<file path="src/rtl/sram_fifo_arbiter.sv">
// Two-writer round-robin arbiter feeding a FIFO whose storage is an external
// dual-port SRAM with one cycle of registered read latency.
module sram_fifo_arbiter #(
  parameter int DATA_BITS = 8,
  parameter int ADDR_BITS = 4
) (
  input  logic                 clk,
  input  logic                 reset,
  input  logic                 flush,
  input  logic                 wr0_req,
  input  logic [DATA_BITS-1:0] wr0_data,
  output logic                 wr0_ack,
  input  logic                 wr1_req,
  input  logic [DATA_BITS-1:0] wr1_data,
  output logic                 wr1_ack,
  input  logic                 rd_req,
  output logic [DATA_BITS-1:0] rd_data,
  output logic                 rd_valid,
  output logic                 sram_write_en,
  output logic [ADDR_BITS-1:0] sram_write_addr,
  output logic [DATA_BITS-1:0] sram_write_data,
  output logic [ADDR_BITS-1:0] sram_read_addr,
  input  logic [DATA_BITS-1:0] sram_read_data,
  output logic [ADDR_BITS:0]   count,
  output logic                 full,
  output logic                 empty
);

  typedef enum logic {
    LAST_WR0 = 1'b0,
    LAST_WR1 = 1'b1
  } last_grant_t;

  localparam logic [ADDR_BITS:0] DEPTH = {1'b1, {ADDR_BITS{1'b0}}};

  logic [ADDR_BITS-1:0] wr_ptr;
  logic [ADDR_BITS-1:0] rd_ptr;
  logic [ADDR_BITS:0]   count_q;
  logic                 rd_valid_q;
  last_grant_t          last_grant;
  logic                 grant0;
  logic                 grant1;
  logic                 grant;
  logic                 pop;

  assign full  = (count_q == DEPTH);
  assign empty = (count_q == '0);
  assign count = count_q;

  // Contention goes to whichever writer was not served most recently.
  always_comb begin
    grant0 = 1'b0;
    grant1 = 1'b0;
    if (!full && !flush) begin
      if (wr0_req && wr1_req) begin
        if (last_grant == LAST_WR1) grant0 = 1'b1;
        else                        grant1 = 1'b1;
      end else begin
        grant0 = wr0_req;
        grant1 = wr1_req;
      end
    end
  end

  assign grant = grant0 | grant1;
  assign pop   = rd_req && !empty && !flush;

  assign wr0_ack         = grant0;
  assign wr1_ack         = grant1;
  assign sram_write_en   = grant;
  assign sram_write_addr = wr_ptr;
  assign sram_write_data = grant1 ? wr1_data : wr0_data;
  assign sram_read_addr  = rd_ptr;
  assign rd_valid        = rd_valid_q;
  assign rd_data         = sram_read_data;

  always_ff @(posedge clk or negedge reset) begin
    if (!reset) begin
      wr_ptr     <= '0;
      rd_ptr     <= '0;
      count_q    <= '0;
      rd_valid_q <= 1'b0;
      last_grant <= LAST_WR1;
    end else if (flush) begin
      wr_ptr     <= '0;
      rd_ptr     <= '0;
      count_q    <= '0;
      rd_valid_q <= 1'b0;
    end else begin
      rd_valid_q <= pop;
      if (grant) wr_ptr <= wr_ptr + 1'b1;
      if (pop)   rd_ptr <= rd_ptr + 1'b1;
      if (grant0)      last_grant <= LAST_WR0;
      else if (grant1) last_grant <= LAST_WR1;
      // A simultaneous push and pop leaves the occupancy unchanged.
      case ({grant, pop})
        2'b10:   count_q <= count_q + 1'b1;
        2'b01:   count_q <= count_q - 1'b1;
        default: count_q <= count_q;
      endcase
    end
  end

endmodule
</file>
<file path="config.mk">
export PLATFORM = sky130hd
export DESIGN_NAME = sram_fifo_arbiter
export DESIGN_NICKNAME = d
export VERILOG_FILES = /design/src/rtl/sram_fifo_arbiter.sv
export SDC_FILE = /design/constraint.sdc
export NUM_CORES = 1
export LEC_CHECK = 0
export BUFFER_PORTS_ARGS = -buffer_cell sky130_fd_sc_hd__buf_2
export CAP_MARGIN = 25
export CORE_MARGIN = 3
export CORE_UTILIZATION = 40
export DETAILED_ROUTE_END_ITERATION = 8
export PLACE_DENSITY = 0.76
export SYNTH_ARGS = -nofsm -noshare
export SYNTH_HDL_FRONTEND = slang
export SYNTH_SLANG_ARGS = --single-unit
</file>
<file path="constraint.sdc">
create_clock -name clk -period 2.85 [get_ports clk]
set_input_delay 0.1425 -clock clk [delete_from_list [all_inputs] [get_ports clk]]
set_output_delay 0.1425 -clock clk [all_outputs]
set_load 0.05 [all_outputs]
</file>
### After elaboration in Yosys (flattened, before gate mapping)

Index checks and enable logic that the tools add are counted.
W data, S select, Z words.

| word-level totals | value |
|---|---|
| register bits after elaboration | 15 |
| bits in latches | 0 |
| bits in writable memories | 0 |
| bits in read-only memories | 0 |
| output and inout port bits | 35 |
| word-level logic and storage cells | 43 |
| memories | 0 |

| cells by class | value |
|---|---|
| add/sub/neg operators | 4 |
| multipliers | 0 |
| divide/modulo/power cells | 0 |
| $lt $le $gt $ge | 0 |
| eq/ne operators | 3 |
| shifts and indexed selects | 0 |
| muxes and demuxes | 16 |
| bitwise operators | 2 |
| reduce and logical (&&, ||, !) cells | 13 |

Operators by type and width:

| operator | count |
|---|---|
| $mux W4 | 4 |
| $pmux W5 S2 | 1 |
| $mux W1 | 9 |
| $add A4 B1 Y4 const B | 2 |
| $mux W8 | 1 |
| $reduce_bool A2 Y1 | 3 |
| $add A5 B1 Y5 const B | 1 |
| $eq A5 B5 Y1 const B | 1 |
| $logic_not A5 Y1 | 1 |
| $mux W5 | 1 |
| $sub A5 B1 Y5 const B | 1 |
| $logic_and A1 B1 Y1 | 4 |
| $logic_not A1 Y1 | 3 |
| $reduce_bool A3 Y1 | 1 |
| $eq A2 B1 Y1 const B | 1 |
| $eq A2 B2 Y1 const B | 1 |
| $reduce_and A2 Y1 | 1 |
| $not A1 Y1 | 1 |
| $or A1 B1 Y1 | 1 |

### Depth between registers and ports, before layout

| logic depth | value |
|---|---|
| depth after elaboration | 8 |
| mapped depth | 10 |

### Worst setup path before layout

No wires, ideal clock.

| timing path | value |
|---|---|
| kind | register -> register |
| start | register count_q[0] (netlist: count[0]) |
| end | register count_q[4] (netlist: count[4]) |
| setup time | 0.136 ns |
| arrival | 3.088 ns |
| path slack | -0.374 ns |
| cell stages (with the launch flop) | 10 |
| path buffers | 0 |
| clock period less this slack | 3.224 ns |
| cell sequence | dfrtp_1 -> nor4_1 -> a211oi_2 -> or3_1 -> inv_1 -> ha_1 -> nor2b_1 -> o22a_1 -> mux2i_1 -> a31oi_1 |

| on the way | value |
|---|---|
| cells in the longest elaborated chain, start to end | 8 |
| elaborated cells on any way between the ends | 17 |
| classes of those cells | 2 x add/sub; 3 x eq/ne; 4 x mux; 1 x bitwise; 7 x reduce/logical |

RTL lines:

| item | RTL line | RTL |
|---|---|---|
| start, declared | 38 | `logic [ADDR_BITS:0] count_q;` |
| start signal, assigned | 97 | `2'b10: count_q <= count_q + 1'b1;` |
| start signal, assigned | 98 | `2'b01: count_q <= count_q - 1'b1;` |
| start signal, assigned | 99 | `default: count_q <= count_q;` |
| $eq A5 B5 Y1 (*) | 46 | `assign full = (count_q == DEPTH);` |
| $logic_not A1 Y1 (*) | 54 | `if (!full && !flush) begin` |
| $logic_and A1 B1 Y1 (*) | 54 |  |
| $mux W1 | 54 |  |
| $or A1 B1 Y1 (*) | 65 | `assign grant = grant0 \| grant1;` |
| via sram_write_en | 19 | `output logic sram_write_en,` |
| $eq A2 B1 Y1 / $eq A2 B2 Y1 (equally long branches) | 96 | `case ({grant, pop})` |
| $pmux W5 S2 | 96 |  |
| $mux W5 | 84 | `end else if (flush) begin` |

Mark *: on every way through the listed nets, which the timed path passes. The rest lies on a longest branch.
A chain may end at the register's enable or synchronous reset.

### Worst setup path in the final report

| timing path | value |
|---|---|
| start | register count_q[1] (netlist: count[1]) |
| end | register count_q[4] (netlist: count[4]) |

| on the way | value |
|---|---|
| cells in the longest elaborated chain, start to end | 8 |
| elaborated cells on any way between the ends | 17 |
| classes of those cells | 2 x add/sub; 3 x eq/ne; 4 x mux; 1 x bitwise; 7 x reduce/logical |

RTL lines:

| item | RTL line |
|---|---|
| $eq A5 B5 Y1 | 46 |
| $logic_not A1 Y1 | 54 |
| $logic_and A1 B1 Y1 | 54 |
| $mux W1 | 54 |
| $or A1 B1 Y1 | 65 |
| $eq A2 B1 Y1 / $eq A2 B2 Y1 (equally long branches) | 96 |
| $pmux W5 S2 | 96 |
| $mux W5 | 84 |

Several ways; a longest one is shown, not always the timed one.

==> impl_metrics.ini <==
[outcome]
outcome = complete, no violations

[timing]
fmax_mhz = 380
setup_viol = 0
layout_min_cycle_time_ns = 2.63
drv_slew = 0
finalHoldViolCount = 0
rsz0062_at_grt = false
period_share_pct = 92.4
timing.hold.ws_ns = 0.0630
fin_skew_ns = 0.00625
finalSetupTns_ns = 0
tightest_slew_ns = 0.451
slew_headroom_pct = 69.9

[floorplanning]
num_io_pins = 65
start_util_pct = 42.5
core_sq_um = 2780
fp.dieH_microns = 60.3
row_count = 19
die_x_microns = 60.3
fp.dieArea_sq_um = 3640

[layout]
nets = 199
nFillCells = 247
syn_to_final_growth_pct = 22.6
antenna_cells = 0
layout-drive-gt1-share_pct = 49.4

[yosys]
yosysSeqAreaShare_pct = 31.9
ys_ff_latch = 15
synth_nets = 157
synthCells = 121
syn_avg_cell_area_sq_um = 9.76
synth_area_leaders = dfrtp_1 (30%), mux2_4 (10%), buf_4 (5.7%)
synth_warnings = 0
netlist_area_sq_um = 1180
yosysUniqueCellTypes = 40
yosys.area.top_type = dfrtp_1
synth_top_area_share_pct = 29.7

[grt]
grt_first_pass_wirelength_microns = 4080
grt_remaining_overflow = 0
gr-usage-met2_pct = 24.8
grt_max_degree = 23
antenna_found_initial = 0
grtUsageTotal_pct = 14.7
grt_pass1_vias = 971
use_met3_pct = 2.55
met1_usage_pct = 17.7
grt-busiest-layer = met2

[detailed_routing]
drtIter0Drc = 16
post_drt_wl_per_cell_microns = 13.2
via_per_inst = 5.29
vias = 1021
drc = 0
drt-pass1-iter-count = 4
wl_microns = 2560
antenna_left = 0

[placed_design]
port_buffers = 48
dp_hpwl_microns = 2030
gp_congestion = 0.787

[clocking]
cts_sinks = 15
cts_buffer_depth = 2
numCtsBuffers = 3
clkSlewWorstSetupHoldPaths_ns = 0.09
cts_setup_buffers = 0
root_buffer = clkbuf_4
clock_latency_ns = 0.29
cts_tree = built
cts_htree_levels = 1

[setup_path]
cp.arrival_ns = 2.80
crit_path_start_kind = flip-flop
crit_type = flip-flop to flip-flop
path_cells = nor4_4, a211oi_4, or3_1, inv_1, ha_1, nor2b_2, o22a_1, o211ai_1, a31oi_1
end_kind = flip-flop
crit_family = simple AND/OR/NAND/NOR gates
cp_slowest_cell = dfrtp_2
required_ns = 3.01
cp_max_fo = 6
cp.buffers_inverters = 1
slowest_delay_ns = 0.45

[power]
irDropWorstVdd_mv = 0.718
leakage_nw = 0.777
power_density_nw_per_um2 = 830

[run]
maxCapViolations = 0

[min_path]
hold_path_class = primary input to flip-flop
[what timing repair did]
item                                   4_1_cts  5_1_grt
hold buffers                                 1        0
setup endpoints to repair                    0        2
gates resized for setup                      0        3
endpoints found under the hold margin       14        0
[synthesized netlist by cell type (all sizes together)]
cell type  count
o21ai          3
and4b          1
xor2           1
nand2b         3
fa             1
mux2i          5
mux2          11
ha             5
o21ba          2
nor2b          3
or3            2
nand4          1
a21oi          5
and3           2
clkbuf         3
a211oi         1
nor2          12
o221a          1
or4            1
a211o          1
nand4b         1
nand2          8
nand3          2
inv            6
nor3           2
a21o           1
a31oi          2
dfstp          1
o211ai         2
buf           11
or2            1
o21a           1
dfrtp         14
o22a           1
o221ai         1
xnor2          2
nor4           1
[layout by cell type, fill, tap and decap left out, types with 2 or more instances in the layout]
cell and count:
mux2_4 8, and3_1 2, buf_4 2, a31oi_1 2, mux2i_1 5, clkbuf_4 3
xnor2_1 2, ha_1 5, mux2_2 3, nor3_1 2, inv_1 6, nand2_1 8
nand3_1 2, nor2_1 12, dfrtp_1 9, a21oi_1 5, o21ba_2 2, dfrtp_2 5
nor2b_1 2, nand2b_1 3, o21ai_0 2, o211ai_1 2, or3_1 2, buf_2 48
[registers in the layout (all words and copies together) (netlist names)]
signal,cells
rd_valid,1
last_grant,1
count,5
sram_write_addr,4
sram_read_addr,4
[area by class of cell]
class                   count  area [sq um]  share of cell area [%]
repair buffers             51           265                    18.3
flip-flops and latches     15           383                    26.4
multi-input cells          86           712                    49.2
clock buffers               4          26.3                    1.82
well taps                  31          38.8                    2.68
inverters                   6          22.5                    1.56
[report_power, final]
group	switching (mW)	internal, mW
sequential	0.0603	0.262
combinational	0.483	0.272
clock	0.0692	0.0545
total	0.613	0.588
[routing by layer]
layer  vias to the layer above  wire [microns]
met3                         5             292
met2                        56            1170
li1                        498               -
met4                         0              51
met1                       462            1040
met5                         -               0
[worst paths after layout]
path	startpoint	endpoint	slack, ns	depth (start not counted)
worst min register to register	sram_write_addr[3]$_DFFE_PN0P_	sram_write_addr[3]$_DFFE_PN0P_	0.48	1
worst max register to register	count[1]$_DFFE_PN0P_	count[4]$_DFFE_PN0P_	0.22	9
worst max-delay path	count[1]$_DFFE_PN0P_	count[4]$_DFFE_PN0P_	0.22	9
max in group asynchronous	reset	last_grant$_DFFE_PN1P_	2.28	2
min in group asynchronous	reset	sram_read_addr[1]$_DFFE_PN0P_	0.27	2
worst min-delay path	wr0_req	last_grant$_DFFE_PN1P_	0.06	2
[metrics by stage]
step	total power [mW]	setup slack, ns	cells	instance area, sq um	utilization, %
3_5_place_dp	1.06	0.0683	188	1400	50.3
2_1_floorplan	0.923	0.00322	121	1200	-
5_1_grt	1.29	0.0297	193	1450	52.0
6_report	1.20	0.215	193	1450	52.0
4_1_cts	1.19	0.0500	193	1440	51.6
3_3_place_gp	1.05	0.155	188	1400	50.3
[logic make-up after synthesis]
logic type,synth area share [%]
flip-flops,31.9
AND/OR/NAND/NOR,17.3
adder cells (fa/ha/maj),6.99
AO/OA/AOI/OAI,14.4
multiplexers,17.3
XOR/XNOR,2.22
buffers and inverters,9.96
Note: power is estimated with default switching activity, not from simulation.
